**src/rtl/regfile_wb_arbiter.sv**
```systemverilog
// Round-robin arbiter sharing one register-file write port among NUM_REQ writeback
// requesters. The output stage is registered, writes to x0 are dropped, and the write
// held in the output register is forwarded to two decode read addresses.
module regfile_wb_arbiter #(
  parameter int NUM_REQ = 2,
  parameter int ADDR_W  = 5,
  parameter int DATA_W  = 32
) (
  input  logic                      clk,
  input  logic                      reset,
  input  logic                      wb_hold,
  input  logic [NUM_REQ-1:0]        req_valid,
  output logic [NUM_REQ-1:0]        req_ready,
  input  logic [NUM_REQ*ADDR_W-1:0] req_addr,
  input  logic [NUM_REQ*DATA_W-1:0] req_data,
  output logic [ADDR_W-1:0]         rf_waddr,
  output logic [DATA_W-1:0]         rf_wdata,
  output logic                      rf_we,
  input  logic [ADDR_W-1:0]         fwd_rs1_addr,
  input  logic [ADDR_W-1:0]         fwd_rs2_addr,
  output logic                      fwd_rs1_hit,
  output logic                      fwd_rs2_hit,
  output logic [DATA_W-1:0]         fwd_rs1_data,
  output logic [DATA_W-1:0]         fwd_rs2_data
);

  localparam int IDX_W = (NUM_REQ > 1) ? $clog2(NUM_REQ) : 1;

  logic [IDX_W-1:0]  last_grant_q, last_grant_d;
  logic [ADDR_W-1:0] rf_waddr_q, rf_waddr_d;
  logic [DATA_W-1:0] rf_wdata_q, rf_wdata_d;
  logic              rf_we_q, rf_we_d;

  logic              grant_found;
  logic [IDX_W-1:0]  grant_idx;
  logic [ADDR_W-1:0] sel_addr;
  logic [DATA_W-1:0] sel_data;
  int                scan_idx;

  // Scan starts just past the last winner, so the previous winner is checked last.
  always_comb begin
    req_ready   = '0;
    grant_found = 1'b0;
    grant_idx   = last_grant_q;
    sel_addr    = '0;
    sel_data    = '0;
    scan_idx    = 0;
    if (!reset && !wb_hold) begin
      for (int i = 1; i <= NUM_REQ; i++) begin
        scan_idx = (int'(last_grant_q) + i) % NUM_REQ;
        if (!grant_found && req_valid[scan_idx]) begin
          grant_found         = 1'b1;
          grant_idx           = IDX_W'(scan_idx);
          req_ready[scan_idx] = 1'b1;
          sel_addr            = req_addr[scan_idx*ADDR_W +: ADDR_W];
          sel_data            = req_data[scan_idx*DATA_W +: DATA_W];
        end
      end
    end
  end

  // An x0 write is still consumed and advances the pointer; it just never reaches the file.
  always_comb begin
    last_grant_d = last_grant_q;
    rf_waddr_d   = rf_waddr_q;
    rf_wdata_d   = rf_wdata_q;
    rf_we_d      = 1'b0;
    if (grant_found) begin
      last_grant_d = grant_idx;
      if (sel_addr != '0) begin
        rf_we_d    = 1'b1;
        rf_waddr_d = sel_addr;
        rf_wdata_d = sel_data;
      end
    end
  end

  always_ff @(posedge clk) begin
    if (reset) begin
      last_grant_q <= IDX_W'(NUM_REQ - 1);
      rf_waddr_q   <= '0;
      rf_wdata_q   <= '0;
      rf_we_q      <= 1'b0;
    end else begin
      last_grant_q <= last_grant_d;
      rf_waddr_q   <= rf_waddr_d;
      rf_wdata_q   <= rf_wdata_d;
      rf_we_q      <= rf_we_d;
    end
  end

  assign rf_waddr = rf_waddr_q;
  assign rf_wdata = rf_wdata_q;
  assign rf_we    = rf_we_q;

  assign fwd_rs1_hit  = rf_we_q && (rf_waddr_q == fwd_rs1_addr);
  assign fwd_rs2_hit  = rf_we_q && (rf_waddr_q == fwd_rs2_addr);
  assign fwd_rs1_data = fwd_rs1_hit ? rf_wdata_q : '0;
  assign fwd_rs2_data = fwd_rs2_hit ? rf_wdata_q : '0;

endmodule
```
**config.mk**
```make
export PLATFORM = sky130hd
export DESIGN_NAME = regfile_wb_arbiter
export DESIGN_NICKNAME = d
export VERILOG_FILES = /design/src/rtl/regfile_wb_arbiter.sv
export SDC_FILE = /design/constraint.sdc
export NUM_CORES = 1
export LEC_CHECK = 0
export ABC_AREA = 0
export CAP_MARGIN = 20
export CELL_PAD_IN_SITES_DETAIL_PLACEMENT = 0
export CELL_PAD_IN_SITES_GLOBAL_PLACEMENT = 2
export CORE_UTILIZATION = 15
export DETAILED_ROUTE_END_ITERATION = 10
export GPL_ROUTABILITY_DRIVEN = 1
export PLACE_DENSITY_LB_ADDON = 0.2
export RECOVER_POWER = 100
export SLEW_MARGIN = 20
export SYNTH_ARGS = -nofsm -noshare
export SYNTH_HDL_FRONTEND = slang
export SYNTH_SLANG_ARGS = --single-unit
```
**constraint.sdc**
```tcl
create_clock -name clk -period 1.6 [get_ports clk]
set_input_delay 0.32 -clock clk [delete_from_list [all_inputs] [get_ports clk]]
set_output_delay 0.32 -clock clk [all_outputs]
set_load 0.01 [all_outputs]
```
; ---- Yosys cells after proc, flatten, opt, wreduce, memory -nomap -nowiden
; Cells that the tools add are included.
[op_classes]
add_sub_neg = 2
multipliers = 2
order_cmp = 4
n_eq_ne = 2
shift = 4
n_mux = 29
bitwise = 4
reduce_logical = 14
[ops]
columns = operator, n
row1 = 32-bit two-way mux, 5
row2 = 64-bit by 7-bit variable part select with 32-bit output, 2
row3 = 10-bit by 6-bit variable part select with 5-bit output, 2
row4 = 1-bit two-way mux, 15
row5 = 5-bit two-way mux, 3
row6 = 2-bit by 4-bit multiplier with 6-bit output (second input constant), 2
row7 = 5-bit equality test, 2
row8 = 2-bit two-way mux, 4
row9 = 1-bit logical AND, 6
row10 = 2-bit by 3-bit < comparator with 1-bit output (second input constant), 2
row11 = 5-bit nonzero test, 1
row12 = 2-bit by 1-bit >= comparator with 1-bit output (second input constant), 2
row13 = 1-bit logical NOT, 3
row14 = 3-bit AND reduction, 1
row15 = 1-bit adder (second input constant), 2
row16 = 1-bit AND (first input constant), 2
row17 = 1-bit demux with 1-bit select, 2
row18 = 2-bit bitwise OR, 1
row19 = 2-bit AND reduction, 1
row20 = 2-bit nonzero test, 1
row21 = 2-bit OR reduction, 1
row22 = 1-bit NOT, 1
[word_totals]
regBits = 39
inputBits = 89
out_inout_bits = 106
elab_cells = 65

; ---- Depth between registers and ports, before layout
[logic_depth]
depth_word = 13
ltp_mapped = 8
mapped_depth_nobuf = 5

; ---- Worst setup path after synthesis
; Ideal clock, no wire load.
[synth_path]
path_type = flip-flop to output port
startpoint = register rf_waddr_q[2] (netlist: rf_waddr[2])
endpoint = output port fwd_rs1_data[22]
t_arrival_ns = 1.475
required_ns = 1.280
setup_slack_ns = -0.195
stages_incl_launch_ff = 6
path_buffers = 1
cell_sequence = dfxtp_1 -> xor2_1 -> nor4_1 -> and3_1 -> clkbuf_1 -> and2_1
[synth_between]
elab_chain_len = 3
[synth_lines]
columns = item, line
row1 = start: declaration, 30  ; logic [ADDR_W-1:0] rf_waddr_q, rf_waddr_d;
row2 = start signal: assignment, 86  ; rf_waddr_q <= rf_waddr_d;
row3 = 5-bit equality test, 96  ; assign fwd_rs1_hit = rf_we_q && (rf_waddr_q == fwd_rs1_addr);
row4 = 1-bit logical AND, 96
row5 = via fwd_rs1_hit, 21  ; output logic fwd_rs1_hit,
row6 = 32-bit two-way mux, 98  ; assign fwd_rs1_data = fwd_rs1_hit ? rf_wdata_q : '0;
row7 = end: declaration, 23  ; output logic [DATA_W-1:0] fwd_rs1_data,
; The timed path passes the listed nets, and every way through them passes these cells.

; ---- Final worst setup path
[layout_path]
startpoint = register rf_waddr_q[0] (netlist: rf_waddr[0])
endpoint = output port fwd_rs1_data[11]
[layout_between]
elab_chain_len = 3
[layout_lines]
columns = item, line
row1 = 5-bit equality test, 96
row2 = 1-bit logical AND, 96
row3 = 32-bit two-way mux, 98
; No other way between the ends.

==> flow_summary.ini <==
[clock_tree]
cts_num_sinks = 39
holdBufCountCts = 0
clkSlewWorstSetupHoldPaths_ps = 60
cts_max_path_buffers = 2
h-tree-depth = 2
cts_root_buf = sky130_fd_sc_hd__clkbuf_16
cts_tree = done
numCtsBuffers = 5
clock_insertion_delay_worst_skew_ps = 280

[synth]
post_synth_inst_count = 233
syn-mean-instance-area_um2 = 9.93
number_of_warnings_issued_by_yosys = 0
syn-cell-area_um2 = 2310
ys_seq_elements = 39
synth_seq_area_share_pct = 33.7
synthesis.nets = 322
synth_cell_types = 30

[cells_and_area]
antenna-diode-count = 0
layout-drive-gt1-share_pct = 57.6
stdcell_count = 678
final_cell_mix = sky130_fd_sc_hd__clkdlybuf4s50_1 (99), sky130_fd_sc_hd__buf_6 (77), sky130_fd_sc_hd__and2_4 (57), sky130_fd_sc_hd__a22oi_1 (31), sky130_fd_sc_hd__o2bb2ai_2 (29)
final_cell_area_um2 = 6010
layout_commonest_cell = sky130_fd_sc_hd__clkdlybuf4s50_1
final_nets = 578
area_growth_syn_to_layout_pct = 160
finalCoreUtilization_pct = 39.7

[worst_setup_path]
setup.worst_path.start_class = flip-flop
cp_data_arrival_time_ps = 1900
critical_path_required_ps = 1280
worst_path_max_delay_cell = sky130_fd_sc_hd__dfxtp_4
crit_path_frequent_cell = sky130_fd_sc_hd__buf_6
crit_type = reg -> out
crit_chain = xor2_1 -> nor4_1 -> and3_4 -> buf_12 -> buf_16 -> buf_6 -> and2_4 -> buf_6
worst-path-max-fanout = 8
worstSetupEndpointType = primary output
crit_path_max_incr_delay_ps = 340

[timing]
hold_slack_ps = 480
transition_time_at_the_pin_with_the_least_slew_margin_ps = 407
worst_slew_margin_rel_pct = 72.9
grt_setup_unrepaired = true
fin_ws_ps = -622
skew_final_ps = 2.15
layout_min_cycle_time_ps = 2220
report.final.hold_viol_count = 0
period_share_pct = 139
setup_viol = 104
maxSlewViolCount = 0
achievable_freq_mhz = 450

[place]
placed_cell_count = 633
place_congestion = 0.709
port_buffers = 194
half_perimeter_wire_length_after_detailed_placement_mm = 7.66
postPlaceCellArea_um2 = 4970

[routing]
drc_errors = 0
route.antenna.remaining_nets = 0
drt_iter0_drc = 87
drt-total-wl_mm = 11.5
post_drt_via_cell_ratio = 4.12
routed-via-count = 2794
avgRoutedWirePerCell_um = 17.0
first_pass_iters = 4

[floorplan]
num_rows = 45
dieHeight_um = 126
floorplan.initialDensity_pct = 15.3
chipWidth_um = 126
io-pin-count = 195
die_area_um2 = 15900
core-area_um2 = 15100

[global_routing]
overflow = 0
grt_antenna_before_repair = 0
grt_max_degree = 19
grt_pass1_vias = 2955
grt_use_total_pct = 14.5
grt_first_pass_wirelength_mm = 17.6

[power]
power-per-cell-area_nw_per_um2 = 522
vdd_drop_max_mv = 0.324
power_leakage_nw = 2.50
report.power.total_mw = 3.14

[min_path]
holdCritPathClass = reg -> reg

[status]
failed_checks = setup timing
outcome = finished, violations left

[run]
cap_violations = 0
## path summary, 6_finish.rpt
path              slack (ps)    startpoint               end  cells past startpoint
setup reg to reg        -360  last_grant_q      rf_wdata[25]                      9
hold / removal           480   rf_wdata[0]       rf_wdata[0]                      1
setup / recovery        -620   rf_waddr[0]  fwd_rs1_data[11]                      8
hold reg to reg          480   rf_wdata[0]       rf_wdata[0]                      1
## metrics by stage
| step | setup TNS [ps] | worst slack (ps) |
|---|---|---|
| finish | -45310 | -622 |
| CTS | -44280 | -648 |
| detailed placement | -95030 | -1090 |
| floorplan | -287 | -17.7 |
| global route | -52380 | -667 |
| global placement | -95850 | -1080 |
## Yosys cell counts (all sizes together)
library cell	n	share of area (%)
and3	2	0.54
clkbuf	12	1.9
inv	5	0.81
o21ai	2	0.43
nor2b	1	0.27
a22oi	31	10
nand3	1	0.22
xor2	8	3.0
nor2	1	0.16
a21o	1	0.38
nor3	1	0.22
a221oi	2	0.76
a31o	1	0.38
a21oi	1	0.22
buf	8	4.5
o32ai	5	1.9
o211ai	1	0.32
and2	65	18
nand2	2	0.32
and4	1	0.38
a21bo	1	0.43
a21boi	1	0.32
dfxtp	39	34
xnor2	2	0.76
o2bb2ai	35	19
or2	1	0.27
nor4	3	0.81
## flip-flops by register name (all words and copies together), names as in the netlist
signal,cells
last_grant_q,1
rf_waddr,5
rf_wdata,32
rf_we,1
## kinds of logic after synthesis
group / after synthesis / synth area share (%)
xor gates and xnor gates: 10 / 3.79
buffers and inverters: 25 / 7.30
AOI/OAI and AO/OA: 81 / 34.4
DFF: 39 / 33.7
and+or+nand+nor: 78 / 20.8
## metal layers
layer	GRT usage, %	part of all wire [%]	vias up
li1	-	-	1377
met5	0	0	-
met4	2.76	0.62	0
met3	2.34	4.1	5
met2	25.6	52	93
met1	18.5	43	1319
## power breakdown
| group | internal (mW) | switching (mW) |
|---|---|---|
| Sequential | 1.05 | 0.0843 |
| Clock | 0.577 | 0.396 |
| Combinational | 0.642 | 0.397 |
| Total | 2.26 | 0.877 |
## layout make-up
cell class | count | area, um^2
well taps | 188 | 235
fillers | 1480 | 9130
clock buffers | 7 | 133
multi-input cells | 169 | 1860
repair buffers | 269 | 2950
flip-flops and latches | 39 | 810
inverters | 5 | 21.3
clock inverters | 1 | 5.00
## repair_timing
| action | in CTS | in global routing |
|---|---|---|
| pin swaps | 20 | 13 |
| setup buffers | 29 | 7 |
| setup endpoints to repair | 114 | 126 |
| endpoints found under the hold margin | 0 | 0 |
| cloned | 10 | 0 |
| gates resized for setup | 425 | 58 |
## worst max-delay path, delay by kind of cell (launching register included)
family / cells / cell delay [ps]
simple gates: 3 / 720
buf+inv: 4 / 430
flops: 1 / 340
xor+xnor: 1 / 140
Power figures use the tool's default switching activity.
